[config.mk]
export PLATFORM = sky130hd
export DESIGN_NAME = chk_skid_fifo
export DESIGN_NICKNAME = d
export VERILOG_FILES = /design/src/rtl/adder_chk_pkg.sv /design/src/rtl/chk_skid_fifo.sv
export SDC_FILE = /design/constraint.sdc
export NUM_CORES = 1
export LEC_CHECK = 0
export ABC_AREA = 1
export CORE_MARGIN = 2
export CORE_UTILIZATION = 45
export DETAILED_ROUTE_END_ITERATION = 10
export GPL_TIMING_DRIVEN = 0
export PLACE_DENSITY = 0.71
export SLEW_MARGIN = 20
export SYNTH_ARGS = -nofsm -noshare
export SYNTH_HDL_FRONTEND = slang
export SYNTH_SLANG_ARGS = --single-unit
[constraint.sdc]
create_clock -name clk -period 1.37 [get_ports clk]
set_input_delay 0.274 -clock clk [delete_from_list [all_inputs] [get_ports clk]]
set_output_delay 0.274 -clock clk [all_outputs]
set_load 0.005 [all_outputs]
[src/rtl/adder_chk_pkg.sv]
`default_nettype none
// ============================================================================
//  Module      : adder_chk_pkg
//  Description : Shared types for the 4-bit adder result checker: run-state
//                encoding, the observed-transaction record and the result
//                width.
//  Revision    : 1.0 - initial release
// ============================================================================
package adder_chk_pkg;

    // Operand width of the adder under check; results carry one extra bit.
    localparam int c_W     = 4;
    localparam int c_RES_W = c_W + 1;

    typedef enum logic [1:0] {
        IDLE  = 2'd0,
        RUN   = 2'd1,
        DRAIN = 2'd2,
        DONE  = 2'd3
    } chk_state_t;

    // Field order {a, b, y} is also the bit layout reported in first_fail.
    typedef struct packed {
        logic [c_W-1:0]     a;
        logic [c_W-1:0]     b;
        logic [c_RES_W-1:0] y;
    } txn_t;

endpackage
`default_nettype wire

[src/rtl/chk_skid_fifo.sv]
`default_nettype none
// ============================================================================
//  Module      : chk_skid_fifo
//  Description : Circular skid buffer carrying observed adder transactions.
//                Pointers carry one extra wrap bit so full and empty are
//                distinguished without a separate count.
//  Ports       : clk, rst_n      - clock, synchronous active-low reset
//                i_push, i_din   - write strobe and transaction to store
//                i_pop, o_dout   - read strobe and head-of-queue transaction
//                o_full, o_empty - occupancy flags
//  Revision    : 1.0 - initial release
// ============================================================================
module chk_skid_fifo
    import adder_chk_pkg::*;
#(
    parameter int DEPTH = 4
) (
    input  logic clk,
    input  logic rst_n,
    input  logic i_push,
    input  txn_t i_din,
    input  logic i_pop,
    output txn_t o_dout,
    output logic o_full,
    output logic o_empty
);

    localparam int c_AW = $clog2(DEPTH);

    txn_t          r_mem [DEPTH];
    logic [c_AW:0] r_wr_ptr;
    logic [c_AW:0] r_rd_ptr;

    assign o_empty = (r_wr_ptr == r_rd_ptr);
    assign o_full  = (r_wr_ptr[c_AW] != r_rd_ptr[c_AW]) &&
                     (r_wr_ptr[c_AW-1:0] == r_rd_ptr[c_AW-1:0]);
    assign o_dout  = r_mem[r_rd_ptr[c_AW-1:0]];

    // Storage needs no reset; only the pointers define validity.
    always_ff @(posedge clk) begin
        if (i_push) begin
            r_mem[r_wr_ptr[c_AW-1:0]] <= i_din;
        end
    end

    always_ff @(posedge clk) begin
        if (!rst_n) begin
            r_wr_ptr <= '0;
            r_rd_ptr <= '0;
        end else begin
            if (i_push) begin
                r_wr_ptr <= r_wr_ptr + 1'b1;
            end
            if (i_pop) begin
                r_rd_ptr <= r_rd_ptr + 1'b1;
            end
        end
    end

endmodule
`default_nettype wire

# After elaboration in Yosys (flattened, before gate mapping)
# Memories as Yosys holds them, arrays and structs flattened. A register that Yosys moved wholly into a read port is not among the register bits.
# Index checks and enable logic that the tools add are counted.
# classes
n_addsub	2
eq_ne	3
mux	4
reduce_logical	1
# op_table
cell	n
$add A3 B1 Y3 const B	2
$mux W2	2
$eq A3 B3 Y1	1
$eq A2 B2 Y1	1
$mux W1	2
$logic_and A1 B1 Y1	1
$ne A1 B1 Y1	1
# word_totals
reg_bits	6
mem_bits_rw	52
in_bits	17
out_inout_bits	15
elab_cells	13
memories	1
# memory_table
name	depth	width	read_ports	rd_ports_with_merged_regs	wr	line	source
r_mem	4	13	1	1	1	chk_skid_fifo.sv:30	txn_t r_mem [DEPTH];

# Logic depth before layout (Yosys ltp)
# Gate-level depths: netlist (run 1).
# depth
ltp_word	3
mapped_depth	6
ltp_nobuf	6

# Least setup slack after synthesis (run 1)
# OpenSTA, ideal clock, no wires.
# synth_path
path_type	flip-flop to flip-flop
from	register r_wr_ptr[0]
to	memory r_mem[2][0] (netlist bit), enable pin
setup_ns	0.349
arrival_ns	0.890
required_time_ns	1.021
slack_ns	0.131
path_stages_with_launch	5
path_buffers	0
period_less_slack_ns	1.239
cell_sequence	dfxtp_1 inv_1 ha_1 nand2_1 inv_1
# synth_rtl
item	line	source
from (decl)	chk_skid_fifo.sv:31	logic [c_AW:0] r_wr_ptr;
from (signal assigned)	chk_skid_fifo.sv:52	r_wr_ptr <= r_wr_ptr + 1'b1;
to (decl)	chk_skid_fifo.sv:30	
# No word-level cell before the write port.

==> impl_metrics.yaml, run 1 <==
outcome:
  status: "finished with violations"
  violations: "setup timing"
yosys:
  ys_seq_elements: 60
  synth-seq-area-share_pct: 67.9
  synth_edf_count: 52
  synth.distinct_cells: 15
  avgSynthCellArea_um2: 12.3
  synthArstFlopShare_pct: 0
  ys.flop_type: "edfxtp_1"
  yosys.area.top_type: "edfxtp_1"
  syn_nets: 228
  synthTopCellsByArea: "edfxtp_1 62%, nand2_1 7.7%, dfxtp_1 6.3%"
  synth_top_area_share_pct: 61.5
  synth_commonest_cells: "52 x edfxtp_1, 52 x nand2_1, 36 x inv_1"
  synth-warning-count: 0
  netlist_area_um2: 2540
  netlist_instances: 206
setup_path:
  worstPathCellList: "buf_8, buf_6, o211ai_1, nand2_1, buf_2"
  crit_path_max_fanout: 8
  r2r_slack_ns: 0.02
  cp-end-kind: "primary output"
  worstPathArrival_ns: 1.37
  required_ns: 1.10
  worstRegToRegCells: 6
  r2r_start: "r_wr_ptr[0]"
  crit_end: "o_dout[12]"
  critPathMaxStageDelay_ns: 0.40
  cp-start-kind: "flip-flop"
  r2r-end: "r_mem[2][12]"
  slowest_stage: "dfxtp_4"
  criticalPathCategory: "reg -> out"
detailed_routing:
  remaining_drc_errors: 0
  wirelength_mm: 5.11
  drtIter0Drc: 56
  vias_per_cell: 4.84
  final_antenna_net_count: 0
  vias: 1674
  wl_per_cell_um: 14.8
  drt-pass1-iter-count: 4
clocking:
  htreeDepth: 3
  tritoncts.num_buffers: 9
  root_buffer: "clkbuf_8"
  clock_sink_count: 60
  path_clk_slew_ns: 0.06
  clk_latency_ns: 0.33
  max-clock-path-buffers: 2
  tritoncts: "yes"
  cts_hold_buf: 0
power_and_ir_drop:
  powerDensity_nw_per_um2: 1170
  ir_drop_mv: 0.649
  p_leak_nw: 1.36
sta:
  setup_viol: 15
  setup_ws_ns: -0.274
  hold_ws_ns: 0.519
  tns_ns: -3.24
  hold_violations: 0
  min_period_ns: 1.64
  max_freq_mhz: 608
  slew_headroom_pct: 82.9
  skew_ns: 0.00694
  rsz0062_at_grt: "yes"
  drv_slew: 0
  timing.final.crit_share_pct: 120
  tightest_slew_ns: 0.255
floorplan:
  fp.dieH_um: 79.1
  die_w_um: 79.1
  ioPinCount: 32
  start_util_pct: 46.4
  fp-row-count: 27
  fp.coreArea_um2: 5470
  die_area_um2: 6260
place:
  place_congestion: 0.732
  dp_cells: 309
  port_buffers: 31
  dpl.hpwl_mm: 2.84
  place_area_um2: 2940
grt:
  grt_pass1_vias: 1579
  track_usage_pct: 17.3
  grt_pass1_wl_mm: 7.81
  grt_max_degree: 16
  grt-ovfl-total: 0
  antenna_found_initial: 0
finish:
  fill_cells: 441
  nNetsFinal: 291
  utilization_pct: 62.1
  final_area_um2: 3400
  areaGrowthSynthToFinish_pct: 33.9
  stdcell_count: 346
  drive_above_1_share_pct: 33.9
  diodes: 0
hold_path:
  min_path_type: "reg -> reg"
run:
  max-cap-violations: 0
==> logic make-up (layout without fill, tap and decap cells) <==
family,count (synthesis),in the layout,share of synthesized area [%]
adders and majority gates,5,5,2.47
xor gates and xnor gates,2,2,0.690
buffers and inverters,45,113,8.88
DFF,60,60,67.9
AOI/OAI and AO/OA,33,33,11.0
and+or+nand+nor,61,61,9.07
==> per-stage QoR <==
step / total power, mW / worst slack [ns]
floorplan: 2.39 / 0.131
global placement: 2.64 / -0.403
detailed placement: 2.66 / -0.420
CTS: 3.97 / -0.348
global route: 4.17 / -0.374
finish: 3.99 / -0.274
==> what timing repair did <==
action,4_1_cts,5_1_grt
resized for setup,82,28
gates cloned,2,1
endpoints found under the setup margin,68,55
buffers inserted,15,5
pin swaps,24,19
==> worst max-delay path: cells and delay by family (launching register included) <==
family	cells	cell delay [ns]
AND/OR/NAND/NOR	1	0.09
AO/OA/AOI/OAI	1	0.15
flip-flops	1	0.40
buffers and inverters	3	0.40
==> layout by cell type (no fill, tap or decap), drive strengths merged <==
master and count:
nor2 8, clkbuf 16, o211ai 26, edfxtp 52, clkinv 4, nand2 52
clkinvlp 4, buf 40, clkdlybuf4s50 16, dfxtp 8, inv 33, ha 5
xnor2 2, nand3 1, a21oi 4, o21ai 3
==> metal layers <==
| layer | track usage (%) | vias up | share of wire [%] |
|---|---|---|---|
| met1 | 21.4 | 785 | 41 |
| met2 | 27.5 | 54 | 52 |
| met4 | 11.0 | 0 | 1.5 |
| met3 | 3.64 | 9 | 5.4 |
| met5 | 0 | - | 0 |
| li1 | - | 826 | - |
==> how the worst min path moves through the flow <==
stage	startpoint	to	slack, ns	cells past startpoint
2_1_floorplan	i_din[0]	r_mem[0][0]	0.37	0
4_1_cts	r_wr_ptr[2]	r_wr_ptr[2]	0.52	2
6_report	r_rd_ptr[2]	r_rd_ptr[2]	0.52	2
3_3_place_gp	r_wr_ptr[2]	r_wr_ptr[2]	0.50	2
3_5_place_dp	r_wr_ptr[2]	r_wr_ptr[2]	0.51	2
5_1_grt	r_wr_ptr[2]	r_wr_ptr[2]	0.54	2
==> state kept, by name (all words and copies together), names as in the netlist, named ones only <==
| register | count |
|---|---|
| r_rd_ptr | 3 |
| r_wr_ptr | 3 |
| r_mem | 52 |
==> layout make-up <==
type,instances,area (µm²),area share (%)
multi-input cells,101,651,19.1
clock buffers,12,135,3.98
inverters,37,156,4.60
repair buffers,53,509,15.0
clock inverters,4,16.3,0.479
plain buffers,7,98.8,2.91
well taps,72,90.1,2.65
flip-flops and latches,60,1740,51.3
==> power by group <==
group / internal [mW] / total, mW / switching, mW
registers: 2.07 / 2.12 / 0.0460
clock network: 0.636 / 1.27 / 0.633
logic: 0.319 / 0.604 / 0.284
total: 3.03 / 3.99 / 0.963
Power figures use the tool's default switching activity.
==> inputs of run 2 (changes only) <==
--- a/config.mk
+++ b/config.mk
@@ -11,7 +11,8 @@
 export DETAILED_ROUTE_END_ITERATION = 10
 export GPL_TIMING_DRIVEN = 0
 export PLACE_DENSITY = 0.71
-export SLEW_MARGIN = 20
+export SKIP_LAST_GASP = 1
+export SLEW_MARGIN = 30
 export SYNTH_ARGS = -nofsm -noshare
 export SYNTH_HDL_FRONTEND = slang
 export SYNTH_SLANG_ARGS = --single-unit
==> impl_metrics.yaml, run 2 (synthesis results as in run 1) <==
setup_path:
  worstPathArrival_ns: 1.37
  crit_path_max_fanout: 8
  cp-start-kind: "flip-flop"
  required_ns: 1.10
  crit_family: "flip-flops"
  worstPathCellList: "buf_8, buf_6, o211ai_1, nand2_1, buf_2"
  criticalPathCategory: "reg -> out"
  crit_buf_inv: 3
  slowest_stage: "dfxtp_4"
  cp-end-kind: "primary output"
  critPathMaxStageDelay_ns: 0.40
outcome:
  violations: "setup timing"
  status: "finished with violations"
floorplan:
  fp.dieH_um: 79.1
  die_area_um2: 6260
  ioPinCount: 32
  fp.coreArea_um2: 5470
  fp-row-count: 27
  start_util_pct: 46.4
  die_w_um: 79.1
place:
  dpl.hpwl_mm: 2.84
  port_buffers: 31
  place_area_um2: 2940
  place_congestion: 0.732
  dp_cells: 309
finish:
  nNetsFinal: 292
  diodes: 0
  mostFrequentLayoutCell: "edfxtp_1"
  stdcell_count: 347
  fill_cells: 443
  final_area_um2: 3390
  areaGrowthSynthToFinish_pct: 33.6
  drive_above_1_share_pct: 33.5
  largest_reg_flops: 52
  layout_common_cells: "52 x edfxtp_1, 43 x nand2_1, 30 x inv_1, 16 x o211ai_1, 16 x clkdlybuf4s50_1"
detailed_routing:
  final_antenna_net_count: 0
  vias_per_cell: 4.79
  vias: 1663
  remaining_drc_errors: 0
  drt-pass1-iter-count: 4
  wirelength_mm: 5.14
  drtIter0Drc: 80
  wl_per_cell_um: 14.8
sta:
  hold_violations: 0
  setup_ws_ns: -0.276
  setup_viol: 15
  tightest_slew_ns: 0.258
  slew_headroom_pct: 82.8
  timing.final.crit_share_pct: 120
  min_period_ns: 1.65
  tns_ns: -3.30
  hold_ws_ns: 0.519
  skew_ns: 0.00625
  max_freq_mhz: 608
  rsz0062_at_grt: "yes"
  drv_slew: 0
clocking:
  root_buffer: "clkbuf_8"
  clk_latency_ns: 0.33
  tritoncts.num_buffers: 9
  max-clock-path-buffers: 2
  tritoncts: "yes"
  cts_hold_buf: 0
  path_clk_slew_ns: 0.06
  htreeDepth: 3
  clock_sink_count: 60
power_and_ir_drop:
  ir_drop_mv: 0.649
  power_mw: 3.98
  p_leak_nw: 1.37
  powerDensity_nw_per_um2: 1170
grt:
  antenna_found_initial: 0
  grt-ovfl-total: 0
  track_usage_pct: 17.3
  grt_max_degree: 16
  grt_pass1_vias: 1578
  grt_pass1_wl_mm: 7.81
run:
  max-cap-violations: 0
hold_path:
  min_path_type: "reg -> reg"
run 2: worst reg2reg max path: stages, from the launching register on:
cell and delay, ns:
dfxtp_4 0.37, inv_4 0.05, buf_6 0.12, ha_1 0.21, nand2_2 0.10, clkinvlp_4 0.10, buf_4 0.17
run 2: worst paths after layout:
path	cells past startpoint	endpoint	from	slack, ns
setup / recovery	5	o_dout[12]	flip-flop	-0.28
hold / removal	2	r_rd_ptr[2]	r_rd_ptr[2]	0.52
setup reg to reg	6	r_mem[2][12]	r_wr_ptr[0]	0.03
hold reg to reg	2	r_rd_ptr[2]	r_rd_ptr[2]	0.52
run 2: power breakdown:
group	switching [mW]	internal, mW
combinational	0.284	0.317
clock	0.623	0.636
sequential	0.0466	2.07
total	0.953	3.02
run 2: cell type report:
type                    count  area (µm²)  share of cell area (%)
plain buffers               7        98.8                    2.92
clock buffers              12         135                    3.99
clock inverters             4        16.3                   0.480
inverters                  37         156                    4.61
multi-input cells         101         646                    19.0
flip-flops and latches     60        1740                    51.4
well taps                  72        90.1                    2.66
repair buffers             54         505                    14.9
run 2: per-stage QoR:
stage          util, %  setup WS, ns
3_5_place_dp      53.7        -0.420
5_1_grt           61.9        -0.374
4_1_cts           60.3        -0.348
2_1_floorplan        -         0.131
6_report          61.9        -0.276
3_3_place_gp      53.7        -0.403
run 2: timing repair:
item / CTS / global route
cloned: 2 / 1
pin swaps: 24 / 18
setup buffers: 15 / 6
hold endpoints to repair: 0 / 0
setup endpoints to repair: 68 / 55
resized for setup: 80 / 25
run 2: routing by layer:
metal	GRT usage [%]	part of all wire (%)	vias up
li1	-	-	829
met5	0	0	-
met4	11.0	1.5	0
met2	27.5	52	50
met1	21.4	40	775
met3	3.64	6.3	9
==> inputs of run 3 (changes only) <==
--- a/config.mk
+++ b/config.mk
@@ -10,7 +10,7 @@
 export CORE_UTILIZATION = 45
 export DETAILED_ROUTE_END_ITERATION = 10
 export GPL_TIMING_DRIVEN = 0
-export PLACE_DENSITY = 0.71
+export PLACE_DENSITY = 0.67
 export SKIP_LAST_GASP = 1
 export SLEW_MARGIN = 30
 export SYNTH_ARGS = -nofsm -noshare
==> impl_metrics.yaml, run 3 (synthesis results as in run 1) <==
setup_path:
  cp-end-kind: "primary output"
  required_ns: 1.10
  crit_path_max_fanout: 5
  cp-start-kind: "flip-flop"
  worstPathCellList: "buf_6, buf_6, buf_12, buf_8, nand2_2, o211ai_1, nand2_1, buf_2"
  criticalPathCategory: "reg -> out"
  crit_top_cell: "buf_6"
  worstRegToRegCells: 6
  crit_family: "buffers and inverters"
  cp_num_cells: 8
  slowest_stage: "dfxtp_2"
  crit_buf_inv: 5
  worstPathArrival_ns: 1.47
  critPathMaxStageDelay_ns: 0.32
detailed_routing:
  drt-pass1-iter-count: 4
  wirelength_mm: 5.07
  remaining_drc_errors: 0
  vias: 1663
  drtIter0Drc: 87
  wl_per_cell_um: 14.7
  vias_per_cell: 4.83
  final_antenna_net_count: 0
power_and_ir_drop:
  powerDensity_nw_per_um2: 1200
  p_leak_nw: 1.35
  ir_drop_mv: 0.566
sta:
  min_period_ns: 1.74
  hold_violations: 0
  timing.final.crit_share_pct: 127
  setup_viol: 15
  slew_headroom_pct: 86.0
  skew_ns: 0.00920
  rsz0062_at_grt: "yes"
  hold_ws_ns: 0.510
  drv_slew: 0
  tightest_slew_ns: 0.210
  setup_ws_ns: -0.370
  max_freq_mhz: 575
finish:
  fill_cells: 441
  drive_above_1_share_pct: 32.4
  nNetsFinal: 289
  seqCellArea_um2: 1730
  areaGrowthSynthToFinish_pct: 31.7
  diodes: 0
  final_area_um2: 3340
  largest_reg_flops: 52
  utilization_pct: 61.1
  multi_input_area_um2: 618
  mostFrequentLayoutCell: "edfxtp_1"
  layout_common_cells: "52 x edfxtp_1, 44 x nand2_1, 31 x inv_1, 16 x o211ai_1, 16 x clkdlybuf4s50_1"
  stdcell_count: 344
grt:
  grt-ovfl-total: 0
  grt_pass1_vias: 1664
  grt_pass1_wl_mm: 7.94
  track_usage_pct: 17.8
  antenna_found_initial: 0
  grt_max_degree: 14
floorplan:
  fp-row-count: 27
  start_util_pct: 46.4
  fp.dieH_um: 79.1
  ioPinCount: 32
  die_area_um2: 6260
  fp.coreArea_um2: 5470
  die_w_um: 79.1
clocking:
  root_buffer: "clkbuf_8"
  clk_latency_ns: 0.34
  tritoncts.num_buffers: 9
  tritoncts: "yes"
  path_clk_slew_ns: 0.07
  htreeDepth: 3
  max-clock-path-buffers: 2
  clock_sink_count: 60
  cts_hold_buf: 0
place:
  dpl.hpwl_mm: 2.85
  dp_slack_ns: -0.433
  place_area_um2: 2940
  place_congestion: 0.735
  dp_cells: 309
  port_buffers: 31
outcome:
  violations: "setup timing"
  status: "finished with violations"
run:
  max-cap-violations: 0
hold_path:
  min_path_type: "reg -> reg"
  hold_path_depth: 2
-- run 3: changes by cell type in the layout (fill, tap and decap cells not counted), moves of 3 or more --
cell | previous run | this run
buf_4 | 13 | 8
clkbuf_2 | 3 | 0
clkinv_2 | 1 | 4
dfxtp_2 | 4 | 7
dfxtp_4 | 4 | 1
-- run 3: worst register-to-register path, stage by stage, from the launching register on --
cell and delay, ns:
dfxtp_4 0.38, inv_4 0.05, buf_4 0.12, ha_1 0.19, nand2_1 0.11, clkinvlp_4 0.11
buf_12 0.16
-- run 3: per-stage QoR --
step / total power, mW / TNS [ns]
6_report: 4.00 / -4.29
5_1_grt: 4.14 / -5.73
4_1_cts: 4.02 / -4.59
3_5_place_dp: 2.66 / -23.55
3_3_place_gp: 2.64 / -22.47
2_1_floorplan: 2.39 / 0
-- run 3: cell type report --
cell class                      count  area share (%)
Buffer                              7            3.07
Timing Repair Buffer               51            14.3
Multi-Input combinational cell    101            18.5
Tap cell                           72            2.70
Sequential cell                    60            51.9
Clock buffer                       10            3.82
Inverter                           37            4.75
Clock inverter                      6           0.936
-- run 3: report_power, final --
group	switching, mW	leakage (nW)	internal [mW]
logic	0.283	0.716	0.300
clock network	0.668	0.0832	0.635
registers	0.0373	0.547	2.07
-- run 3: worst paths after layout --
kind                            slack [ns]        start          end
worst min-delay path                  0.51  r_wr_ptr[2]  r_wr_ptr[2]
worst max-delay path                 -0.37    flip-flop    o_dout[4]
worst max register to register        0.02  r_wr_ptr[0]  r_mem[0][5]
worst min register to register        0.51  r_wr_ptr[2]  r_wr_ptr[2]
-- run 3: routing by layer --
layer	up-vias	wire length (µm)	GRT usage, %
met5	-	0	0
met4	0	126	11.4
met3	12	232	3.75
met2	42	2550	29.8
met1	793	2160	20.7
li1	816	-	-
-- run 3: repair_timing --
action,4_1_cts,5_1_grt
resized for setup,95,5
cloned,1,0
pin swaps,30,6
buffers inserted,16,4
endpoints found under the setup margin,68,28
